[config.mk]
export PLATFORM = sky130hd
export DESIGN_NAME = load_issue_pipe
export DESIGN_NICKNAME = d
export VERILOG_FILES = /design/src/rtl/load_issue_pipe.sv
export SDC_FILE = /design/constraint.sdc
export NUM_CORES = 1
export LEC_CHECK = 0
export ABC_AREA = 0
export CAP_MARGIN = 40
export CELL_PAD_IN_SITES_DETAIL_PLACEMENT = 2
export CELL_PAD_IN_SITES_GLOBAL_PLACEMENT = 2
export CORE_AREA = 8 8 259 261
export DETAILED_ROUTE_END_ITERATION = 12
export DIE_AREA = 0 0 267 269
export GPL_TIMING_DRIVEN = 0
export PLACE_DENSITY = 0.69
export SLEW_MARGIN = 15
export SYNTH_ARGS = -nofsm -noshare
export SYNTH_HDL_FRONTEND = slang
export SYNTH_SLANG_ARGS = --single-unit
[constraint.sdc]
create_clock -name clk -period 3 [get_ports clk]
set_clock_uncertainty 0.2 [all_clocks]
set_input_delay 0.6 -clock clk [delete_from_list [all_inputs] [get_ports clk]]
set_output_delay 0.6 -clock clk [all_outputs]
set_load 0.01 [all_outputs]
[src/rtl/load_issue_pipe.sv]
// rtl/load_issue_pipe.sv - single-issue load pipeline: oldest-ready select, dependence check, L1 access, writeback
module load_issue_pipe #(
    parameter int LDQ_SIZE = 8,
    parameter int STQ_SIZE = 8,
    parameter int XLEN     = 32,
    parameter int TAG_W    = 5,
    localparam int LDQ_IDX_W = $clog2(LDQ_SIZE),
    localparam int STQ_IDX_W = $clog2(STQ_SIZE)
) (
    input  logic                      clk,
    input  logic                      reset,
    input  logic                      flush,
    input  logic [LDQ_SIZE-1:0]       ldq_ready,
    input  logic [LDQ_IDX_W-1:0]      ldq_head,
    input  logic [LDQ_SIZE*XLEN-1:0]  ldq_address,
    input  logic [LDQ_SIZE*TAG_W-1:0] ldq_rob_tag,
    output logic [LDQ_IDX_W-1:0]      sel_index,
    input  logic                      kill_mem_req,
    input  logic                      forward,
    input  logic [STQ_IDX_W-1:0]      stq_forward_index,
    input  logic [STQ_SIZE*XLEN-1:0]  stq_data,
    output logic                      mem_req_valid,
    input  logic                      mem_req_ready,
    output logic [XLEN-1:0]           mem_req_addr,
    input  logic                      mem_resp_valid,
    input  logic [XLEN-1:0]           mem_resp_data,
    output logic                      ldq_sleep_valid,
    output logic [LDQ_IDX_W-1:0]      ldq_sleep_index,
    output logic                      ldq_done_valid,
    output logic [LDQ_IDX_W-1:0]      ldq_done_index,
    output logic                      wb_valid,
    input  logic                      wb_ready,
    output logic [XLEN-1:0]           wb_data,
    output logic [TAG_W-1:0]          wb_rob_tag
);

    typedef enum logic [2:0] {IDLE, SEARCH, MEM_REQ, MEM_WAIT, WB, DRAIN} state_t;

    state_t               state;
    logic [LDQ_IDX_W-1:0] ld_idx;
    logic [XLEN-1:0]      ld_addr;
    logic [TAG_W-1:0]     ld_tag;
    logic [XLEN-1:0]      result;

    logic [XLEN-1:0]  ldq_addr_arr [LDQ_SIZE];
    logic [TAG_W-1:0] ldq_tag_arr  [LDQ_SIZE];
    logic [XLEN-1:0]  stq_data_arr [STQ_SIZE];

    for (genvar g = 0; g < LDQ_SIZE; g++) begin : g_ldq_unpack
        assign ldq_addr_arr[g] = ldq_address[g*XLEN +: XLEN];
        assign ldq_tag_arr[g]  = ldq_rob_tag[g*TAG_W +: TAG_W];
    end

    for (genvar g = 0; g < STQ_SIZE; g++) begin : g_stq_unpack
        assign stq_data_arr[g] = stq_data[g*XLEN +: XLEN];
    end

    // Oldest ready load: first set bit walking circularly upward from the head.
    logic                 pick_valid;
    logic [LDQ_IDX_W-1:0] pick_idx;

    always_comb begin
        int slot;
        slot       = 0;
        pick_valid = 1'b0;
        pick_idx   = '0;
        for (int k = 0; k < LDQ_SIZE; k++) begin
            slot = int'(ldq_head) + k;
            if (slot >= LDQ_SIZE) begin
                slot = slot - LDQ_SIZE;
            end
            if (!pick_valid && ldq_ready[LDQ_IDX_W'(slot)]) begin
                pick_valid = 1'b1;
                pick_idx   = LDQ_IDX_W'(slot);
            end
        end
    end

    always_ff @(posedge clk or posedge reset) begin
        if (reset) begin
            state   <= IDLE;
            ld_idx  <= '0;
            ld_addr <= '0;
            ld_tag  <= '0;
            result  <= '0;
        end else begin
            case (state)
                IDLE: begin
                    if (pick_valid && !flush) begin
                        ld_idx  <= pick_idx;
                        ld_addr <= ldq_addr_arr[pick_idx];
                        ld_tag  <= ldq_tag_arr[pick_idx];
                        state   <= SEARCH;
                    end
                end
                SEARCH: begin
                    if (flush) begin
                        state <= IDLE;
                    end else if (!kill_mem_req) begin
                        state <= MEM_REQ;
                    end else if (forward) begin
                        result <= stq_data_arr[stq_forward_index];
                        state  <= WB;
                    end else begin
                        state <= IDLE;
                    end
                end
                MEM_REQ: begin
                    // An accepted request still owes us a response, so a flush here must drain it.
                    if (mem_req_ready) begin
                        state <= flush ? DRAIN : MEM_WAIT;
                    end else if (flush) begin
                        state <= IDLE;
                    end
                end
                MEM_WAIT: begin
                    if (mem_resp_valid) begin
                        if (flush) begin
                            state <= IDLE;
                        end else begin
                            result <= mem_resp_data;
                            state  <= WB;
                        end
                    end else if (flush) begin
                        state <= DRAIN;
                    end
                end
                WB: begin
                    if (flush || wb_ready) begin
                        state <= IDLE;
                    end
                end
                DRAIN: begin
                    if (mem_resp_valid) begin
                        state <= IDLE;
                    end
                end
                default: state <= IDLE;
            endcase
        end
    end

    assign sel_index       = (state == SEARCH) ? ld_idx : '0;
    assign ldq_sleep_valid = (state == SEARCH) && kill_mem_req && !forward && !flush;
    assign ldq_sleep_index = ldq_sleep_valid ? ld_idx : '0;

    assign mem_req_valid = (state == MEM_REQ);
    assign mem_req_addr  = mem_req_valid ? ld_addr : '0;

    assign wb_valid       = (state == WB);
    assign wb_data        = wb_valid ? result : '0;
    assign wb_rob_tag     = wb_valid ? ld_tag : '0;
    assign ldq_done_valid = wb_valid && wb_ready && !flush;
    assign ldq_done_index = ldq_done_valid ? ld_idx : '0;

endmodule

Word-level counts from Yosys, hierarchy flattened

Index checks and enable logic that the tools add are counted.
Widths: inputs -> output; s select.

Bitwise logic cells: 2
Reductions and logical operators: 28
Magnitude comparators: 18
Muxes and demuxes: 82
Add/subtract/negate cells: 15
Equal/unequal tests: 15

Operator list:

| operator            | count |
|---|---|
| $mux 32             | 11 |
| $bmux 32 s3         | 2 |
| $mux 3              | 31 |
| $pmux 32 s2         | 1 |
| $lt 3x5->1 const B  | 8 |
| $ge 4x4->1 const B  | 9 |
| $bmux 1 s3          | 8 |
| $mux 1              | 24 |
| $sub 3x1->3 const B | 8 |
| $pmux 3 s6          | 1 |
| $add 3x3->4 const B | 4 |
| $bmux 5 s3          | 1 |
| $mux 5              | 3 |
| $ne 2x2->1 const B  | 7 |
| $logic_and 1x1->1   | 13 |
| $logic_not 1->1     | 9 |
| $add 3x2->4 const B | 2 |
| $not 3->4           | 2 |
| $eq 3x2->1 const B  | 2 |
| $eq 3x3->1 const B  | 2 |
| $reduce_and 6->1    | 1 |
| $reduce_and 5->1    | 1 |
| $add 3x1->4 const B | 1 |
| $ge 3x4->1 const B  | 1 |
| other kinds (8)     | 8 |

Flip-flop bits (word level): 75
Word-level logic and storage cells: 165
Output and inout bits: 82
Input bits: 606

Longest topological paths before layout

Word-level depth: 31
Depth in mapped cells: 14
Depth with buffers taken out: 10

Least setup slack after synthesis

No wires, ideal clock.

Path kind: input to register
From: input ldq_head[1]
To: register ld_addr[0]
Setup slack: -1096 ps
Arrival: 3756 ps
Stages on the path: 13
Cell sequence: buf_4 clkinv_1 ha_1 mux4_2 a21oi_1 a32o_1 nand3_1 or3_1 a221o_1 buf_6 buf_6 o32ai_1 nor4_1

Cells in the longest elaborated chain, start to end: 31

RTL lines:

| item                                                                 | RTL line | RTL |
|---|---|---|
| start, declared                                                      | 14       | `input logic [LDQ_IDX_W-1:0] ldq_head,` |
| parallel branches: the longest is 31 deep, another holds $add 3x1->4 | -        |  |
| end signal, assigned                                                 | 91       | `ld_addr <= ldq_addr_arr[pick_idx];` |
| end, declared                                                        | 41       | `logic [XLEN-1:0] ld_addr;` |

Parallel ways; which one is timed is not known. The select of a mux whose other input is x is not followed.
A chain may end at the register's enable or synchronous reset.

Final worst setup path

From: input ldq_head[0]
To: register ld_addr[26]

The elaborated chain is that of the path after synthesis.

==> impl_metrics.csv <==
group,metric,value,unit
cts,path_clk_slew,70,ps
critical_path,cp_slowest_cell,"mux4_2",
critical_path,max_stage_delay,540,ps
finish,final_cell_mix,"clkdlybuf4s50_1, and3_1, and2_1, nand2_1",
cts,root_buffer,"clkbuf_16",
floorplanning,io_pins,688,
routing,wl_met1,31.9,mm
cts,holdBufCountCts,0,
yosys,ys_warn_count,0,
routing,via_count,13006,
floorplanning,die_area,0.0718,mm2
critical_path,critPathArrivalTime,3750,ps
routing,met2WireLength,46.1,mm
finish,layout.nets,2432,
flow_run,drv_cap,0,
power_and_ir_drop,power.density,424,mW/mm2
yosys,syn-num-nets,1645,
critical_path,crit_type,"input pin to register",
critical_path,crit_chain,"buf_8 -> buf_12 -> buf_12 -> mux2i_4 -> mux4_2 -> a32oi_4 -> nor2_4 -> a211o_4 -> a221o_1 -> buf_12 -> buf_12 -> o32ai_4 -> nor4_2",
finish,design_area,0.0217,mm2
yosys,synth_cells,1037,
routing,wl_met3,5.63,mm
yosys,yosys.cell_types.count,65,
sta,finalSetupTns,-24220,ps
yosys,ys_top_cells_by_area,"dfrtp_1, mux4_2, and3_1, a2111oi_0, and2_1",
floorplanning,start_util,15.0,%
grt,gr-total-overflow,0,
sta,min_period,3710,ps
placed_design,dp_cells,2576,
routing,wirelength,86.6,mm
cts,cts_num_sinks,75,
floorplanning,die_x,267,um
grt,gr-usage-all-layers,22.7,%
routing,routed_via_density,4.85,
sta,setup_violations,40,
critical_path,crit_path_frequent_cell,"buf_12",
yosys,synth_top_area_share,19.9,%
routing,ant_nets,0,
finish,fin_cells,2681,
sta,tightestPinTransition,785,ps
yosys,ys_seq_area_share,19.9,%
power_and_ir_drop,peakVddDrop,0.253,mV
sta,fmax,269,MHz
sta,min_period_over_period,124,%
floorplanning,die_h,269,um
critical_path,endpoint_kind,"register",
status,violations,"negative setup slack",
yosys,post-synth-top-area-cell,"dfrtp_1",
placed_design,pre_cts_ws,-2750,ps
placed_design,io_buffer_count,683,
sta,drv_slew,0,
placed_design,place_area,0.0177,mm2
routing,first_iter_violations,480,
cts,cts_buffers,9,
cts,tritoncts,"yes",
yosys,ys_ff_latch,75,
cts,htreeDepth,3,
floorplanning,rows,92,
critical_path,cp-start-kind,"input pin",
finish,mostFrequentLayoutCell,"clkdlybuf4s50_1",
yosys,syn_area,0.00942,mm2
critical_path,required,3030,ps
yosys,avgSynthCellArea,9.08,um2
finish,area_growth,130,%
sta,hold_viol_final,0,
sta,rsz0062_at_grt,"true",
routing,routedWlPerCell,32.3,um
yosys,synth_edf_count,0,
sta,relSlewSlack,47.7,%
routing,post-route-drc-count,0,
grt,grt_pass1_vias,15398,
finish,fin_util,34.6,%
cts,clk_path_buf_depth,2,
routing,top_layer_used,"met5",
grt,antenna_found_initial,11,
critical_path,crit_fanout,8,
floorplanning,core_area,0.0627,mm2
cts,clock_latency,360,ps
grt,grt_max_degree,40,
routing,drtPass1Iterations,5,
power_and_ir_drop,leakagePower,8.14,nW
finish,fillers,6639,
yosys,synth_top_flop_cell,"dfrtp_1",
grt,grt_pass1_wl,117,mm
worst_hold_path,hold_path.class,"register to register",
placed_design,dp_hpwl,70.3,mm
finish,drive_gt1_share,29.5,%
status,outcome,"finished with violations",
yosys,ys_async_sr_fraction,100,%
placed_design,place_congestion,0.951,
sta,setup_ws,-713,ps
worst paths after layout:
check	slack, ps	to	start	depth (start not counted)
worst min register to register	270	result[30]	result[30]	2
worst max register to register	40	ld_addr[22]	state[2]	8
min in group asynchronous	430	ld_tag[2]	reset	2
worst min-delay path	270	result[30]	result[30]	2
max in group asynchronous	1500	ld_addr[20]	reset	3
worst max-delay path	-710	ld_addr[26]	ldq_head[0]	13
layout make-up:
| type | instances | area, um2 | area share, % |
|---|---|---|---|
| inverters | 9 | 61.3 | 0.283 |
| repair buffers | 778 | 7820 | 36.1 |
| clock inverters | 5 | 36.3 | 0.167 |
| well taps | 846 | 1060 | 4.88 |
| flip-flops and latches | 75 | 1880 | 8.66 |
| clock buffers | 10 | 239 | 1.10 |
| plain buffers | 124 | 1210 | 5.60 |
| diodes | 7 | 17.5 | 0.0808 |
| multi-input cells | 827 | 9360 | 43.2 |
cell usage after synthesis (3+ instances only):
master     number
nor4_1         38
a21oi_1         9
o21ai_0        71
nand2b_1        4
buf_6           9
nand3_1        10
a2111oi_0      74
mux2_2          5
o32ai_1        36
mux2_4          3
clkbuf_1       85
a211oi_2       24
buf_2          17
nor2_1         15
a211oi_1       18
buf_1          11
or3_1           4
a21boi_0       37
a21o_1          3
nor3_1          4
and2_1         78
and3_1        152
dfrtp_1        75
inv_1           7
mux4_2         74
buf_4           4
nand2_1        78
mux2i_1        45
kinds of logic after synthesis:
| family | share of synthesized area [%] |
|---|---|
| DFF | 19.9 |
| muxes | 23.5 |
| xor gates and xnor gates | 0.452 |
| AOI/OAI and AO/OA | 26.0 |
| and+or+nand+nor | 23.3 |
| buffers and inverters | 6.48 |
| adders and majority gates | 0.266 |
what timing repair did:
item                       in CTS  in global routing
setup endpoints to repair     122                 68
pin swaps                      93                 47
buffers inserted               61                 15
resized for setup             612                149
cloned                          9                  0
sequential cells by signal (all words and copies together), names as in the netlist:
| register | flops |
|---|---|
| ld_addr | 32 |
| result | 32 |
| ld_tag | 5 |
| ld_idx | 3 |
| state | 3 |
layer usage:
metal / global-route usage [%] / vias up
met5: 0 / -
met4: 8.31 / 6
met3: 5.29 / 111
met2: 43.3 / 589
met1: 24.2 / 6579
li1: - / 5721
report_power, final:
group	internal [mW]	switching [mW]
sequential	1.48	0.434
combinational	3.08	3.09
clock	0.584	0.533
metrics by stage:
stage,total power [mW],hold WS (ps)
finish,9.20,275
global route,9.67,307
CTS,8.77,282
detailed placement,6.09,267
global placement,5.93,257
floorplan,3.72,242
critical path: cells and delay by family:
family,cells,cell delay [ps]
AO/OA/AOI/OAI,4,1510
buffers and inverters,5,710
multiplexers,2,730
AND/OR/NAND/NOR,2,160
No activity file was read; power rests on OpenSTA's default activity.
